**src/rtl/risc_ctrl_pkg.sv**
```systemverilog
// Shared encodings for the RISC core execution controller: FSM states and display widths.
// Pure declarations; no logic, no latency.
package risc_ctrl_pkg;

  localparam int STATE_W    = 3;
  localparam int STEP_CNT_W = 16;

  typedef enum logic [STATE_W-1:0] {
    ST_IDLE = 3'd0,
    ST_STEP = 3'd1,
    ST_RUN  = 3'd2,
    ST_WAIT = 3'd3,
    ST_HALT = 3'd4
  } state_e;

  function automatic logic state_runs_cpu(input state_e s);
    return (s == ST_STEP) || (s == ST_RUN);
  endfunction

endpackage

```
**src/rtl/key_debounce.sv**
```systemverilog
// Pushbutton conditioner: 2-flop sync, stability filter, one-cycle press on debounced 1->0.
// Press appears 2+DEB_CYCLES cycles after a clean edge; no backpressure, pulses are not held.
module key_debounce #(
  parameter int DEB_CYCLES = 500000
) (
  input  logic clk,
  input  logic reset,
  input  logic btn_n,
  output logic press
);

  localparam int CNT_W = (DEB_CYCLES > 1) ? $clog2(DEB_CYCLES) : 1;
  localparam logic [CNT_W-1:0] CNT_MAX = CNT_W'((DEB_CYCLES > 0) ? DEB_CYCLES - 1 : 0);

  logic             sync1;
  logic             sync2;
  logic             level;
  logic             level_d;
  logic [CNT_W-1:0] cnt;

  always_ff @(posedge clk) begin
    if (reset) begin
      sync1   <= 1'b1;
      sync2   <= 1'b1;
      level   <= 1'b1;
      level_d <= 1'b1;
      cnt     <= '0;
    end else begin
      sync1   <= btn_n;
      sync2   <= sync1;
      level_d <= level;
      // Any sample agreeing with the accepted level restarts the stability window.
      if (sync2 != level) begin
        if (cnt == CNT_MAX) begin
          level <= sync2;
          cnt   <= '0;
        end else begin
          cnt <= cnt + CNT_W'(1);
        end
      end else begin
        cnt <= '0;
      end
    end
  end

  assign press = level_d & ~level;

endmodule

```
**src/rtl/cpu_step_ctrl.sv**
```systemverilog
// CPU clock-enable controller: single-step per press, paced run with breakpoint, sticky halt.
// Outputs decoded from registered state; instr_done takes effect on the next edge, no stalls.
module cpu_step_ctrl
  import risc_ctrl_pkg::*;
#(
  parameter int PC_W       = 8,
  parameter int DEB_CYCLES = 500000,
  parameter int RUN_DIV    = 25000000
) (
  input  logic                  clk,
  input  logic                  reset,
  input  logic                  step_btn_n,
  input  logic                  run_sw,
  input  logic                  instr_done,
  input  logic                  halt_in,
  input  logic [PC_W-1:0]       pc,
  input  logic [PC_W-1:0]       bp_addr,
  input  logic                  bp_en,
  output logic                  cpu_en,
  output logic [STATE_W-1:0]    state,
  output logic [STEP_CNT_W-1:0] step_count,
  output logic                  bp_hit
);

  localparam int PACE_W = (RUN_DIV > 1) ? $clog2(RUN_DIV) : 1;
  localparam logic [PACE_W-1:0] PACE_LOAD = PACE_W'((RUN_DIV > 0) ? RUN_DIV - 1 : 0);

  state_e                  state_q;
  state_e                  state_d;
  logic [PACE_W-1:0]       pace_q;
  logic [STEP_CNT_W-1:0]   step_count_q;
  logic                    bp_hit_q;
  logic                    press;
  logic                    done;
  logic                    bp_match;
  logic                    load_pace;
  logic                    set_bp;
  logic                    clr_bp;

  key_debounce #(
    .DEB_CYCLES(DEB_CYCLES)
  ) u_deb (
    .clk   (clk),
    .reset (reset),
    .btn_n (step_btn_n),
    .press (press)
  );

  assign cpu_en   = state_runs_cpu(state_q);
  assign done     = instr_done & cpu_en;
  assign bp_match = bp_en && (pc == bp_addr);

  always_ff @(posedge clk) begin
    if (reset) state_q <= ST_IDLE;
    else       state_q <= state_d;
  end

  always_comb begin
    state_d   = state_q;
    load_pace = 1'b0;
    set_bp    = 1'b0;
    clr_bp    = 1'b0;
    case (state_q)
      ST_IDLE: begin
        if (run_sw) begin
          state_d = ST_RUN;
          clr_bp  = 1'b1;
        end else if (press) begin
          state_d = ST_STEP;
          clr_bp  = 1'b1;
        end
      end
      ST_STEP: begin
        if (done) state_d = halt_in ? ST_HALT : ST_IDLE;
      end
      ST_RUN: begin
        // Decisions are taken only at instruction boundaries so nothing is cut short.
        if (done) begin
          if (halt_in) begin
            state_d = ST_HALT;
          end else if (bp_match) begin
            state_d = ST_IDLE;
            set_bp  = 1'b1;
          end else if (!run_sw) begin
            state_d = ST_IDLE;
          end else if (RUN_DIV == 0) begin
            state_d = ST_RUN;
          end else begin
            state_d   = ST_WAIT;
            load_pace = 1'b1;
          end
        end
      end
      ST_WAIT: begin
        if (!run_sw)          state_d = ST_IDLE;
        else if (pace_q == 0) state_d = ST_RUN;
      end
      ST_HALT: state_d = ST_HALT;
      default: state_d = ST_IDLE;
    endcase
  end

  always_ff @(posedge clk) begin
    if (reset) begin
      pace_q       <= '0;
      step_count_q <= '0;
      bp_hit_q     <= 1'b0;
    end else begin
      if (load_pace)
        pace_q <= PACE_LOAD;
      else if (state_q == ST_WAIT && pace_q != '0)
        pace_q <= pace_q - PACE_W'(1);

      if (done) step_count_q <= step_count_q + STEP_CNT_W'(1);

      if (clr_bp)      bp_hit_q <= 1'b0;
      else if (set_bp) bp_hit_q <= 1'b1;
    end
  end

  assign state      = state_q;
  assign step_count = step_count_q;
  assign bp_hit     = bp_hit_q;

endmodule

```
**config.mk**
```make
export PLATFORM = sky130hd
export DESIGN_NAME = cpu_step_ctrl
export DESIGN_NICKNAME = d
export VERILOG_FILES = /design/src/rtl/risc_ctrl_pkg.sv /design/src/rtl/key_debounce.sv /design/src/rtl/cpu_step_ctrl.sv
export SDC_FILE = /design/constraint.sdc
export NUM_CORES = 1
export LEC_CHECK = 0
export CAP_MARGIN = 20
export CORE_MARGIN = 2
export CORE_UTILIZATION = 36
export CTS_CLUSTER_DIAMETER = 100
export CTS_CLUSTER_SIZE = 20
export DETAILED_ROUTE_END_ITERATION = 8
export SLEW_MARGIN = 40
export SYNTH_ARGS = -nofsm -noshare
export SYNTH_HDL_FRONTEND = slang
export SYNTH_SLANG_ARGS = --single-unit
```
**constraint.sdc**
```tcl
create_clock -name clk -period 2.6 [get_ports clk]
set_input_delay 0.39 -clock clk [delete_from_list [all_inputs] [get_ports clk]]
set_output_delay 0.39 -clock clk [all_outputs]
set_load 0.03 [all_outputs]
```
---- After elaboration in Yosys (flattened, before gate mapping) ----
Cells that the tools add are included.
storage, ports and cells
  latch bits .............................. 0
  memories kept ........................... 0
  word-level logic and storage cells ...... 65
  bits in read-only memories .............. 0
  flip-flop bits (word level) ............. 68
  memory bits (writable) .................. 0
  output and inout bits ................... 21
  input bits .............................. 23
operators by class
  divide/modulo/power cells ............... 0
  equal/unequal tests ..................... 11
  multiply operators ...................... 0
  bitwise gates (word level) .............. 4
  $add $sub $neg .......................... 3
  shift-type cells ........................ 0
  mux-type cells .......................... 25
  $lt $le $gt $ge ......................... 0
  reductions and logical operators ........ 12
operators by type and width
  operator                                             count
  two-way mux 25 bit                                   2
  logical NOT 25 bit                                   1
  nonzero test 25 bit                                  1
  subtractor 25 x 1 -> 25 bit, second input constant   1
  two-way mux 3 bit                                    8
  adder 19 x 1 -> 19 bit, second input constant        1
  equality test 19 bit, second input constant          1
  adder 16 x 1 -> 16 bit, second input constant        1
  one-hot mux 3 bit (5 select lines)                   1
  two-way mux 1 bit                                    12
  equality test 8 bit                                  1
  equality test 3 x 2 -> 1 bit, second input constant  2
  inequality test 3 bit, second input constant         2
  two-way mux 2 bit                                    2
  inequality test 2 bit, second input constant         2
  AND reduction 4 bit                                  1
  OR reduction 2 bit                                   2
  equality test 3 x 1 -> 1 bit, second input constant  1
  equality test 3 bit, second input constant           1
  logical NOT 3 bit                                    1
  OR reduction 3 bit                                   1
  bitwise AND 1 bit                                    2
  logical AND 1 bit                                    2
  NOT 1 bit                                            2
  4 further kinds                                      4

---- Depth between registers and ports, before layout ----
  depth after elaboration ................. 7
  mapped depth ............................ 8
  gate-level depth less buffers ........... 7

---- By module ----
A second synthesis with hierarchy kept.
second synthesis, totals
  cells, all modules ...................... 405
  area total of the unflattened synthesis .. 3493.4 sq um
by module, submodules not included
  module         cells each  area an instance (sq um)  instances  seq. area each (sq um)
  cpu_step_ctrl  295         2496.1                    1          900.9
  key_debounce   110         997.2                     1          460.4

---- Least setup slack after synthesis ----
Ideal clock, no wire load.
  path type ............................... register to register
  start point ............................. register state_q[1], in the netlist state[1]
  end point ............................... register pace_q[10]
  buffers on the path ..................... 2
  cell stages (with the launch flop) ...... 7
  setup time .............................. 115 ps
  slack ................................... 343 ps
  required time ........................... 2485 ps
  arrival time ............................ 2142 ps
  clock period less this slack ............ 2257 ps
  cells stage by stage .................... dfxtp_1 clkbuf_1 xnor2_1 or2_2 clkbuf_1 o31ai_1 o21ba_1
between the ends
  cells in the longest elaborated chain, start to end .. 6
  elaborated cells between the ends (all ways) .. 9
  classes of those cells .................. eq/ne (3); mux (2); bitwise (1); reduce/logical (3)
RTL lines
  element                                                                       line                                      source
  from (decl)                                                                   cpu_step_ctrl.sv:28                       state_e state_q;
  from (signal assigned)                                                        cpu_step_ctrl.sv:55                       else state_q <= state_d;
  equality test 3 x 1 -> 1 bit or equality test 3 x 2 -> 1 bit (tied branches)  risc_ctrl_pkg.sv:17, cpu_step_ctrl.sv:63
  logical OR 1 bit                                                              risc_ctrl_pkg.sv:17                       return (s == ST_STEP) || (s == ST_RUN);
  bitwise AND 1 bit                                                             cpu_step_ctrl.sv:50                       assign done = instr_done & cpu_en;
  two-way mux 1 bit                                                             cpu_step_ctrl.sv:78                       if (done) begin
  two-way mux 1 bit                                                             cpu_step_ctrl.sv:63                       case (state_q)
  OR reduction 2 bit (no source line)                                           --
  to (signal assigned)                                                          cpu_step_ctrl.sv:112                      pace_q <= pace_q - PACE_W'(1);
  to (decl)                                                                     cpu_step_ctrl.sv:30                       logic [PACE_W-1:0] pace_q;
Several ways; a longest one is shown, not always the timed one.
A chain may end at the register's enable or synchronous reset.

---- Worst setup path in the final report ----
  start point ............................. register pace_q[2]
  end point ............................... register pace_q[3]
between the ends
  cells in the longest elaborated chain, start to end .. 3
  elaborated cells between the ends (all ways) .. 6
  classes of those cells .................. add/sub (1); mux (2); reduce/logical (3)
RTL lines
  element                                                             line                                        source
  subtractor 25 x 1 -> 25 bit or nonzero test 25 bit (tied branches)  cpu_step_ctrl.sv:112, cpu_step_ctrl.sv:111
  two-way mux 25 bit or logical AND 1 bit (tied branches)             cpu_step_ctrl.sv:111                        else if (state_q == ST_WAIT && pace_q != '0)
  two-way mux 25 bit or nonzero test 2 bit (tied branches)            --
Several ways; a longest one is shown, not always the timed one. The select of a mux whose other input is x is not followed.

==> flow_summary.ini <==
[setup_path]
critPathKind = reg2reg
critPathMaxStageDelay_ps = 650
crit_chain = or4_1 -> or3_1 -> o31ai_4 -> o21ai_0 -> a31oi_1
cp.required_ps = 2860
crit_path_start_kind = register
crit_arrival_ps = 2720
crit_slowest_cell = or4_1
cp_max_fo = 9
endpoint_kind = register

[sta]
max_slew_margin_pct = 56.2
fin_crit_ps = 2450
skew_ps = 13.5
finalSetupViolCount = 0
final_hold_viol_count = 0
drv_slew = 0
grt_setup_unrepaired = no
tns_ps = 0
tightest_slew_ps = 656
max_freq_mhz = 408
finalCritPeriodShare_pct = 94.3
hold_ws_ps = 410
finalWorstSetupSlack_ps = 147

[detailed_routing]
antenna_left = 0
drt_iter0_drc = 108
vias_per_cell = 5.29
vias = 2839
wl_mm = 6.95
drc = 0
wl_per_cell_um = 12.9
first_pass_iters = 5

[floorplan]
die_y_um = 99.3
ios = 44
chipWidth_um = 99.3
initial_utilization_pct = 37.3
die_area_um2 = 9860
design.core.area_um2 = 8760
num_rows = 34

[logic_synthesis]
synth_area_per_cell_um2 = 8.77
synthFlopType = dfxtp_1
ys_seq_area_share_pct = 41.6
yosysWarnings = 0
syn_area_um2 = 3270
ys_ff_latch = 68
async_flop_share_pct = 0
ys_types = 46
synth_fp_nets = 400
synth_edf_count = 0
syn_inst = 373

[finish]
syn2layout_area_growth_pct = 23.7
layout_common_cells = dfxtp_1 (68), nor2_1 (44), clkdlybuf4s50_1 (43)
postLayoutCellArea_um2 = 4040
fill_cells = 880
diodes = 0
drive_above_1_share_pct = 7.93
stdcell_count = 537
final_common_cell = dfxtp_1
fin_nets = 451

[cts]
clk_latency_ps = 340
cts_tree = built
htree_levels = 3
clockRootBuffer = clkbuf_8
clock_sinks = 68
path_clk_slew_ps = 80
cts_resized = 0
numCtsBuffers = 9
clk_path_buf_depth = 2

[run]
maxCapViolCount = 0

[placement]
port-buffer-count = 43
dp_hpwl_mm = 4.92
place_area_um2 = 3830
pre_cts_ws_ps = 114
dp.cells = 518
gp_congestion = 0.793

[worst_hold_path]
hold_path_class = reg2reg

[pwr]
ir_drop_mv = 0.288
power_density_nw_per_um2 = 663
p_leak_nw = 1.45

[status]
status = finished clean

[global_routing]
grt_max_degree = 22
antenna_found_initial = 0
track_usage_pct = 14.9
first_global_vias = 2569
grt_pass1_wl_mm = 12.0
grt_overflow = 0
flip-flops by register name (all words and copies together), names as in the netlist:
signal and cells:
state 3, u_deb.sync1 1, u_deb.level_d 1, pace_q 25, u_deb.level 1, u_deb.sync2 1
bp_hit 1, step_count 16, u_deb.cnt 19
synth_stat cells, types with 5 or more instances:
cell type | n | area share [%]
dfxtp_1 | 68 | 42
nand3_1 | 16 | 2.4
nor2_1 | 44 | 5.1
xnor2_1 | 26 | 7.0
a31oi_1 | 11 | 2.1
nand2_1 | 19 | 2.2
nor3_1 | 13 | 2.0
or4_1 | 12 | 2.8
xor2_1 | 21 | 5.6
nand4_1 | 8 | 1.5
o21ai_0 | 10 | 1.5
clkbuf_1 | 10 | 1.1
a21oi_1 | 15 | 2.3
nor4_1 | 5 | 0.96
o31ai_1 | 7 | 1.6
or3_1 | 18 | 3.4
and3_1 | 6 | 1.1
inv_1 | 11 | 1.3
where the power goes:
part / internal, mW / leakage [nW] / total, mW / switching [mW]
logic: 0.270 / 0.802 / 0.649 / 0.380
clock network: 0.469 / 0.100 / 0.868 / 0.399
registers: 1.09 / 0.549 / 1.16 / 0.0748
worst paths after layout:
kind,slack (ps),end,cells past startpoint,from
worst max-delay path,150,pace_q[3],5,pace_q[2]
worst min register to register,410,u_deb.sync2,1,u_deb.sync1
worst max register to register,150,pace_q[3],5,pace_q[2]
worst min-delay path,410,u_deb.sync2,1,u_deb.sync1
through the flow:
step	utilization, %	total power [mW]
2_1_floorplan	-	1.61
3_3_place_gp	43.7	1.83
6_report	46.1	2.68
3_5_place_dp	43.7	1.83
4_1_cts	45.9	2.71
5_1_grt	46.1	2.82
cells by family after synthesis:
logic type                 count (synthesis)  share of synthesized area (%)
AOI/OAI and AO/OA                         68                           14.8
xor gates and xnor gates                  47                           12.6
adders and majority gates                  4                           1.53
buffers and inverters                     25                           3.37
DFF                                       68                           41.6
and+or+nand+nor                          161                           26.1
area by class of cell:
type	instances	area (µm²)	share of cell area, %
clock inverters	4	48.8	1.21
flip-flops and latches	68	1360	33.7
multi-input cells	280	1800	44.5
clock buffers	12	145	3.59
inverters	11	41.3	1.02
well taps	108	135	3.34
repair buffers	54	513	12.7
critical path: cells and delay by family, from the launching register on:
| family | cells | cell delay, ps |
|---|---|---|
| DFF | 1 | 360 |
| and+or+nand+nor | 2 | 1220 |
| AOI/OAI and AO/OA | 3 | 790 |
metal layers:
| layer | global-route usage, % | share of wire [%] |
|---|---|---|
| met1 | 19.8 | 49 |
| met2 | 23.2 | 45 |
| met3 | 3.23 | 4.4 |
| met4 | 6.74 | 1.6 |
| met5 | 0 | 0 |
what timing repair did:
item                                    4_1_cts  5_1_grt
hold buffers                                  0        0
setup buffers                                 0        3
endpoints found under the setup margin        0        6
Note: power is estimated with default switching activity, not from simulation.
